## src/rtl/axi_r_responder.sv

```systemverilog
// AXI4 read responder: queues AR requests and answers each with len+1 R beats whose data is
// the beat address, so the read master can predict every beat.
module axi_r_responder #(
  parameter int unsigned AddrWidth = 64,
  parameter int unsigned DataWidth = 64,
  parameter int unsigned IdWidth   = 4,
  parameter int unsigned FifoDepth = 4
) (
  input  logic                 clk_i,
  input  logic                 rst_ni,
  input  logic                 ar_valid_i,
  output logic                 ar_ready_o,
  input  logic [IdWidth-1:0]   ar_id_i,
  input  logic [AddrWidth-1:0] ar_addr_i,
  input  logic [7:0]           ar_len_i,
  input  logic [2:0]           ar_size_i,
  input  logic [1:0]           ar_burst_i,
  output logic                 r_valid_o,
  input  logic                 r_ready_i,
  output logic [IdWidth-1:0]   r_id_o,
  output logic [DataWidth-1:0] r_data_o,
  output logic [1:0]           r_resp_o,
  output logic                 r_last_o,
  output logic                 busy_o,
  output logic [15:0]          done_cnt_o
);

  localparam int unsigned PtrWidth = $clog2(FifoDepth);
  localparam logic [PtrWidth:0] OccFull = (PtrWidth + 1)'(FifoDepth);

  localparam logic [1:0] BurstIncr  = 2'b01;
  localparam logic [1:0] RespOkay   = 2'b00;
  localparam logic [1:0] RespSlverr = 2'b10;

  localparam logic [0:0] StIdle = 1'b0;
  localparam logic [0:0] StSend = 1'b1;

  logic [IdWidth-1:0]   fifo_id_q    [FifoDepth];
  logic [AddrWidth-1:0] fifo_addr_q  [FifoDepth];
  logic [7:0]           fifo_len_q   [FifoDepth];
  logic [2:0]           fifo_size_q  [FifoDepth];
  logic [1:0]           fifo_burst_q [FifoDepth];

  logic [PtrWidth-1:0]  wr_ptr_q, rd_ptr_q;
  logic [PtrWidth:0]    occ_q, occ_d;

  logic [0:0]           state_q, state_d;
  logic [IdWidth-1:0]   id_q, id_d;
  logic [AddrWidth-1:0] addr_q, addr_d;
  logic [7:0]           beats_q, beats_d;
  logic [2:0]           size_q, size_d;
  logic [1:0]           burst_q, burst_d;
  logic [15:0]          done_q, done_d;

  logic push, pop, hs, last_beat, fifo_nonempty, bad_burst;

  assign ar_ready_o    = (occ_q != OccFull);
  assign fifo_nonempty = (occ_q != '0);
  assign push          = ar_valid_i && ar_ready_o;
  assign hs            = (state_q == StSend) && r_ready_i;
  assign last_beat     = (beats_q == 8'd0);
  // Pop either to start from idle or to chain the next burst straight after a last beat.
  assign pop           = fifo_nonempty && ((state_q == StIdle) || (hs && last_beat));

  always_ff @(posedge clk_i) begin
    if (push) begin
      fifo_id_q[wr_ptr_q]    <= ar_id_i;
      fifo_addr_q[wr_ptr_q]  <= ar_addr_i;
      fifo_len_q[wr_ptr_q]   <= ar_len_i;
      fifo_size_q[wr_ptr_q]  <= ar_size_i;
      fifo_burst_q[wr_ptr_q] <= ar_burst_i;
    end
  end

  always_comb begin
    occ_d = occ_q;
    if (push && !pop) begin
      occ_d = occ_q + (PtrWidth + 1)'(1);
    end else if (pop && !push) begin
      occ_d = occ_q - (PtrWidth + 1)'(1);
    end
  end

  always_comb begin
    state_d = state_q;
    id_d    = id_q;
    addr_d  = addr_q;
    beats_d = beats_q;
    size_d  = size_q;
    burst_d = burst_q;
    done_d  = done_q;
    if (hs) begin
      if (!last_beat) begin
        beats_d = beats_q - 8'd1;
        if (burst_q == BurstIncr) begin
          addr_d = addr_q + (AddrWidth'(1) << size_q);
        end
      end else begin
        done_d  = done_q + 16'd1;
        state_d = StIdle;
      end
    end
    if (pop) begin
      state_d = StSend;
      id_d    = fifo_id_q[rd_ptr_q];
      addr_d  = fifo_addr_q[rd_ptr_q];
      beats_d = fifo_len_q[rd_ptr_q];
      size_d  = fifo_size_q[rd_ptr_q];
      burst_d = fifo_burst_q[rd_ptr_q];
    end
  end

  always_ff @(posedge clk_i or negedge rst_ni) begin
    if (!rst_ni) begin
      wr_ptr_q <= '0;
      rd_ptr_q <= '0;
      occ_q    <= '0;
      state_q  <= StIdle;
      id_q     <= '0;
      addr_q   <= '0;
      beats_q  <= '0;
      size_q   <= '0;
      burst_q  <= '0;
      done_q   <= '0;
    end else begin
      if (push) wr_ptr_q <= wr_ptr_q + PtrWidth'(1);
      if (pop)  rd_ptr_q <= rd_ptr_q + PtrWidth'(1);
      occ_q   <= occ_d;
      state_q <= state_d;
      id_q    <= id_d;
      addr_q  <= addr_d;
      beats_q <= beats_d;
      size_q  <= size_d;
      burst_q <= burst_d;
      done_q  <= done_d;
    end
  end

  // WRAP and the reserved encoding both have bit 1 set.
  assign bad_burst  = burst_q[1];
  assign r_valid_o  = (state_q == StSend);
  assign r_id_o     = id_q;
  assign r_data_o   = bad_burst ? '0 : DataWidth'(addr_q);
  assign r_resp_o   = bad_burst ? RespSlverr : RespOkay;
  assign r_last_o   = (state_q == StSend) && last_beat;
  assign busy_o     = (state_q == StSend) || fifo_nonempty;
  assign done_cnt_o = done_q;

endmodule

```

## config.mk

```make
export PLATFORM = sky130hd
export DESIGN_NAME = axi_r_responder
export DESIGN_NICKNAME = d
export VERILOG_FILES = /design/src/rtl/axi_r_responder.sv
export SDC_FILE = /design/constraint.sdc
export NUM_CORES = 1
export LEC_CHECK = 0
export CAP_MARGIN = 20
export CORE_MARGIN = 5
export CORE_UTILIZATION = 65
export CTS_BUF_LIST = sky130_fd_sc_hd__clkbuf_8
export DETAILED_ROUTE_END_ITERATION = 8
export DONT_BUFFER_PORTS = 1
export PLACE_DENSITY = 0.93
export REMOVE_ABC_BUFFERS = 1
export SYNTH_ARGS = -nofsm -noshare
export SYNTH_HDL_FRONTEND = slang
export SYNTH_SLANG_ARGS = --single-unit
```

## constraint.sdc

```tcl
create_clock -name clk_i -period 6.8 [get_ports clk_i]
set_clock_uncertainty 0.2 [all_clocks]
set_input_delay 1.36 -clock clk_i [delete_from_list [all_inputs] [get_ports clk_i]]
set_output_delay 1.36 -clock clk_i [all_outputs]
set_load 0.05 [all_outputs]
```

==> impl_summary.txt <==
----------------------------------------------------
[Synthesis]
  Xor and xnor fraction of the mapped netlist area ... 2.70%
  Dominant synthesized flop cell ... sky130_fd_sc_hd__edfxtp_1
  Cell type with the highest aggregate area in the netlist ... sky130_fd_sc_hd__edfxtp_1
  Number of synthesized flops with an enable pin ... 324
  Compound-cell area share of the yosys netlist ... 4.99%
  Area fraction in and, or, nand and nor cells after synthesis ... 10.9%
  Most frequently used cell type in the post-synthesis netlist ... sky130_fd_sc_hd__edfxtp_1
  Yosys cell types ... 65
  Async SR Flop Fraction ... 24.5%
  Cell types occupying the most area after synthesis ... sky130_fd_sc_hd__edfxtp_1 54%, sky130_fd_sc_hd__dfrtp_1 14%, sky130_fd_sc_hd__mux4_2 10%, sky130_fd_sc_hd__nand2_1 2.6%, sky130_fd_sc_hd__nor2b_1 2.1%
  Adder-cell area share of the yosys netlist ... 1.25%
  Portion of netlist area occupied by mux cells ... 10.2%
  Synth Instances ... 1174
  Combinational family with the most area after synthesis ... simple AND/OR/NAND/NOR gates
  Register area share after synthesis ... 68.0%
  Flip-flop and latch count after synthesis ... 429
  Average cell area after synthesis ... 15.5 um2
  Post-synthesis cell area ... 18200 um2
  Post-synth top cells ... 324 x sky130_fd_sc_hd__edfxtp_1, 128 x sky130_fd_sc_hd__nand2_1, 105 x sky130_fd_sc_hd__dfrtp_1
  Top-area cell type share of the netlist area ... 53.6%
  Synth Warn # ... 0

[Place]
  Placer Congestion ... 0.845
  Detailed Place HPWL ... 24.4 mm
  Post-Place Worst Slack ... 2.94 ns
  Count of buffers inserted at the top-level ports ... 0
  # placed instances ... 1503

[Die]
  Width of the die ... 177 um
  Chip height ... 177 um
  Area of the core ... 27700 um2
  DIE AREA ... 31400 um2
  Starting density of the core ... 65.6%
  Total I/O pin count ... 175
  Count of standard-cell rows ... 61

[Worst setup path]
  Critical path launch point type ... flip-flop
  Data arrival time at the worst-slack endpoint ... 2.48 ns
  Highest fanout seen on the critical path ... 67
  Class of the most critical setup path ... reg2out
  CP top delay family ... simple AND/OR/NAND/NOR gates
  Count of buffer and inverter cells on the critical path ... 0
  Req. time, crit path ... 5.24 ns
  Critical Path, Cell by Cell ... nor2b_1
  Slowest library cell on the worst path ... sky130_fd_sc_hd__nor2b_1
  Kind of end point of the critical path ... output port
  Delay of the slowest cell on the worst path ... 1.05 ns

[Pwr]
  Clock power frac ... 31.6%
  Switch Pwr ... 0.00183 W
  Power density relative to cell area ... 330 nW/um2
  Max VDD drop ... 232 uV
  Internal power summed over all cells ... 0.00471 W
  Switching share of total power ... 27.9%
  Sequential share of power ... 54.1%
  Static power due to leakage ... 7.01 nW
  Comb power frac ... 14.3%

[Global route]
  Antenna violations before repair ... 1
  GRT Residual Overflow ... 0
  Largest net degree at the start of global routing ... 106
  First-pass GRT wire length ... 60.9 mm
  Number of global-route vias before repair ... 10900
  Global-route usage over all layers ... 25.3%

[Timing]
  Finish-stage setup viols ... 0
  Least-Margin Pin Slew ... 1.18 ns
  Worst setup margin ... 2.76 ns
  Highest Clock Rate ... 247 MHz
  Final hold viol count ... 0
  Unrepaired setup endpoints after global routing ... false
  Clock period minus final worst setup slack ... 4.04 ns
  Setup TNS Final ... 0 ns
  Final slew viol count ... 0
  Max-slew headroom at the worst pin ... 21.4%
  Final Cycle Share ... 59.4%

[Cells and area]
  Antenna cells ... 0
  Final cell count without fillers ... 1633
  Post-layout net count ... 1300
  Area growth, synth to finish ... 9.01%
  Fraction of final layout cells sized beyond drive strength 1 ... 17.3%

[Clock network]
  Bufs on Longest Clock Path ... 3
  PostCTS Resize Cnt ... 0
  Number of CTS-inserted buffers ... 70
  Post-CTS Setup Bufs ... 0
  Deepest level of the CTS H-tree ... 3
  CTS root buf ... sky130_fd_sc_hd__clkbuf_8
  Clock sinks ... 429
  TritonCTS clock tree ... built
  Clock latency at the later pin of the worst-skew pair ... 0.58 ns
  # hold bufs at CTS ... 0
  Clock-pin slew on the worst setup and hold paths ... 0.06 ns

[Outcome]
  Result of the run ... complete, no violations

[Drt]
  Routed vias/inst ... 6.39
  Total detailed-routing wirelength ... 38.9 mm
  Final antenna-violating net count ... 0
  Via total after detailed routing ... 10400
  Iter 0 DRT Violations ... 872
  First-pass DRT Iterations ... 5
  Post-detailed-route wirelength per cell ... 23.8 um
  DR DRC count ... 0

[Worst hold path]
  HP Class ... in2async

[Run]
  Reported max-cap violation count ... 0

----------------------------------------------------
## cells by family (layout without fill, tap and decap cells)
| logic type | count (synthesis) | in the layout |
|---|---|---|
| compound gates | 136 | 136 |
| flops | 429 | 429 |
| simple gates | 374 | 374 |
| xor+xnor | 56 | 56 |
| fa+ha+maj | 17 | 17 |
| mux | 83 | 83 |
| buf+inv | 78 | 159 |
| other cells | 1 | 1 |
## path summary, 6_finish.rpt
path | from | end | slack (ns) | cells after the start
min reg2reg | burst_q[0] | burst_q[0] | 0.29 | 2
min | rst_ni | addr_q[48] | 0.29 | 0
max | burst_q[1] | r_data_o[39] | 2.76 | 1
max in group asynchronous | rst_ni | rd_ptr_q[1] | 5.82 | 0
max reg2reg | burst_q[1] | addr_q[32] | 3.28 | 8
min in group clk_i | burst_q[0] | burst_q[0] | 0.29 | 2
## layout by cell type (no fill, tap or decap), types with 13 or more instances in the layout
master                     instances
sky130_fd_sc_hd__nor3_1           13
sky130_fd_sc_hd__a21oi_1          20
sky130_fd_sc_hd__mux4_2           81
sky130_fd_sc_hd__or3_1            15
sky130_fd_sc_hd__nand2_1         128
sky130_fd_sc_hd__o21ai_0          43
sky130_fd_sc_hd__xor2_1           25
sky130_fd_sc_hd__clkbuf_8         79
sky130_fd_sc_hd__inv_1            47
sky130_fd_sc_hd__edfxtp_1        324
sky130_fd_sc_hd__nand3_1          35
sky130_fd_sc_hd__ha_1             15
sky130_fd_sc_hd__nand4_1          21
sky130_fd_sc_hd__nor2b_1          60
sky130_fd_sc_hd__xnor2_1          31
sky130_fd_sc_hd__nor2_1           44
sky130_fd_sc_hd__o211ai_1         17
sky130_fd_sc_hd__dfrtp_1         102
## power groups by stage
stage | logic [W] | registers [W] | clock network [W]
finish | 0.000937 | 0.00354 | 0.00207
global route | 0.00100 | 0.00358 | 0.00223
CTS | 0.000947 | 0.00354 | 0.00210
detailed placement | 0.000944 | 0.00359 | 0
global placement | 0.000919 | 0.00354 | 0
floorplan | 0.000700 | 0.00357 | 0
## flip-flops by register name (all words and copies together), names as in the netlist, 4 cells and up
| signal | count |
|---|---|
| fifo_addr_q | 256 |
| addr_q | 64 |
| fifo_len_q | 32 |
| done_cnt_o | 16 |
| fifo_id_q | 16 |
| fifo_size_q | 12 |
| beats_q | 8 |
| fifo_burst_q | 8 |
| r_id_o | 4 |
## final cells by class
class | instances | area (um2)
flip-flops and latches | 429 | 12400
fillers | 1693 | 7900
multi-input cells | 667 | 5500
clock buffers | 79 | 1090
well taps | 378 | 473
clock inverters | 50 | 225
repair buffers | 12 | 87.6
inverters | 18 | 67.6
## through the flow
stage / area, um2 / power, W / util [%] / hold WS, ns
6_report: 19800 / 0.00654 / 71.5 / 0.293
5_1_grt: 19800 / 0.00681 / 71.5 / 0.242
4_1_cts: 19800 / 0.00658 / 71.5 / 0.234
3_5_place_dp: 18500 / 0.00453 / 66.7 / 0.281
3_3_place_gp: 18500 / 0.00446 / 66.7 / 0.266
2_1_floorplan: 17900 / 0.00427 / - / 0.238
## layer usage
metal  vias up  wire length [um]  track usage [%]
li1       4555                 -                -
met1      5255             14200             31.8
met2       509             19400             41.8
met3       107              4090             8.76
met4         2              1200             8.67
met5         -                13                0
No activity file was read; power rests on OpenSTA's default activity.
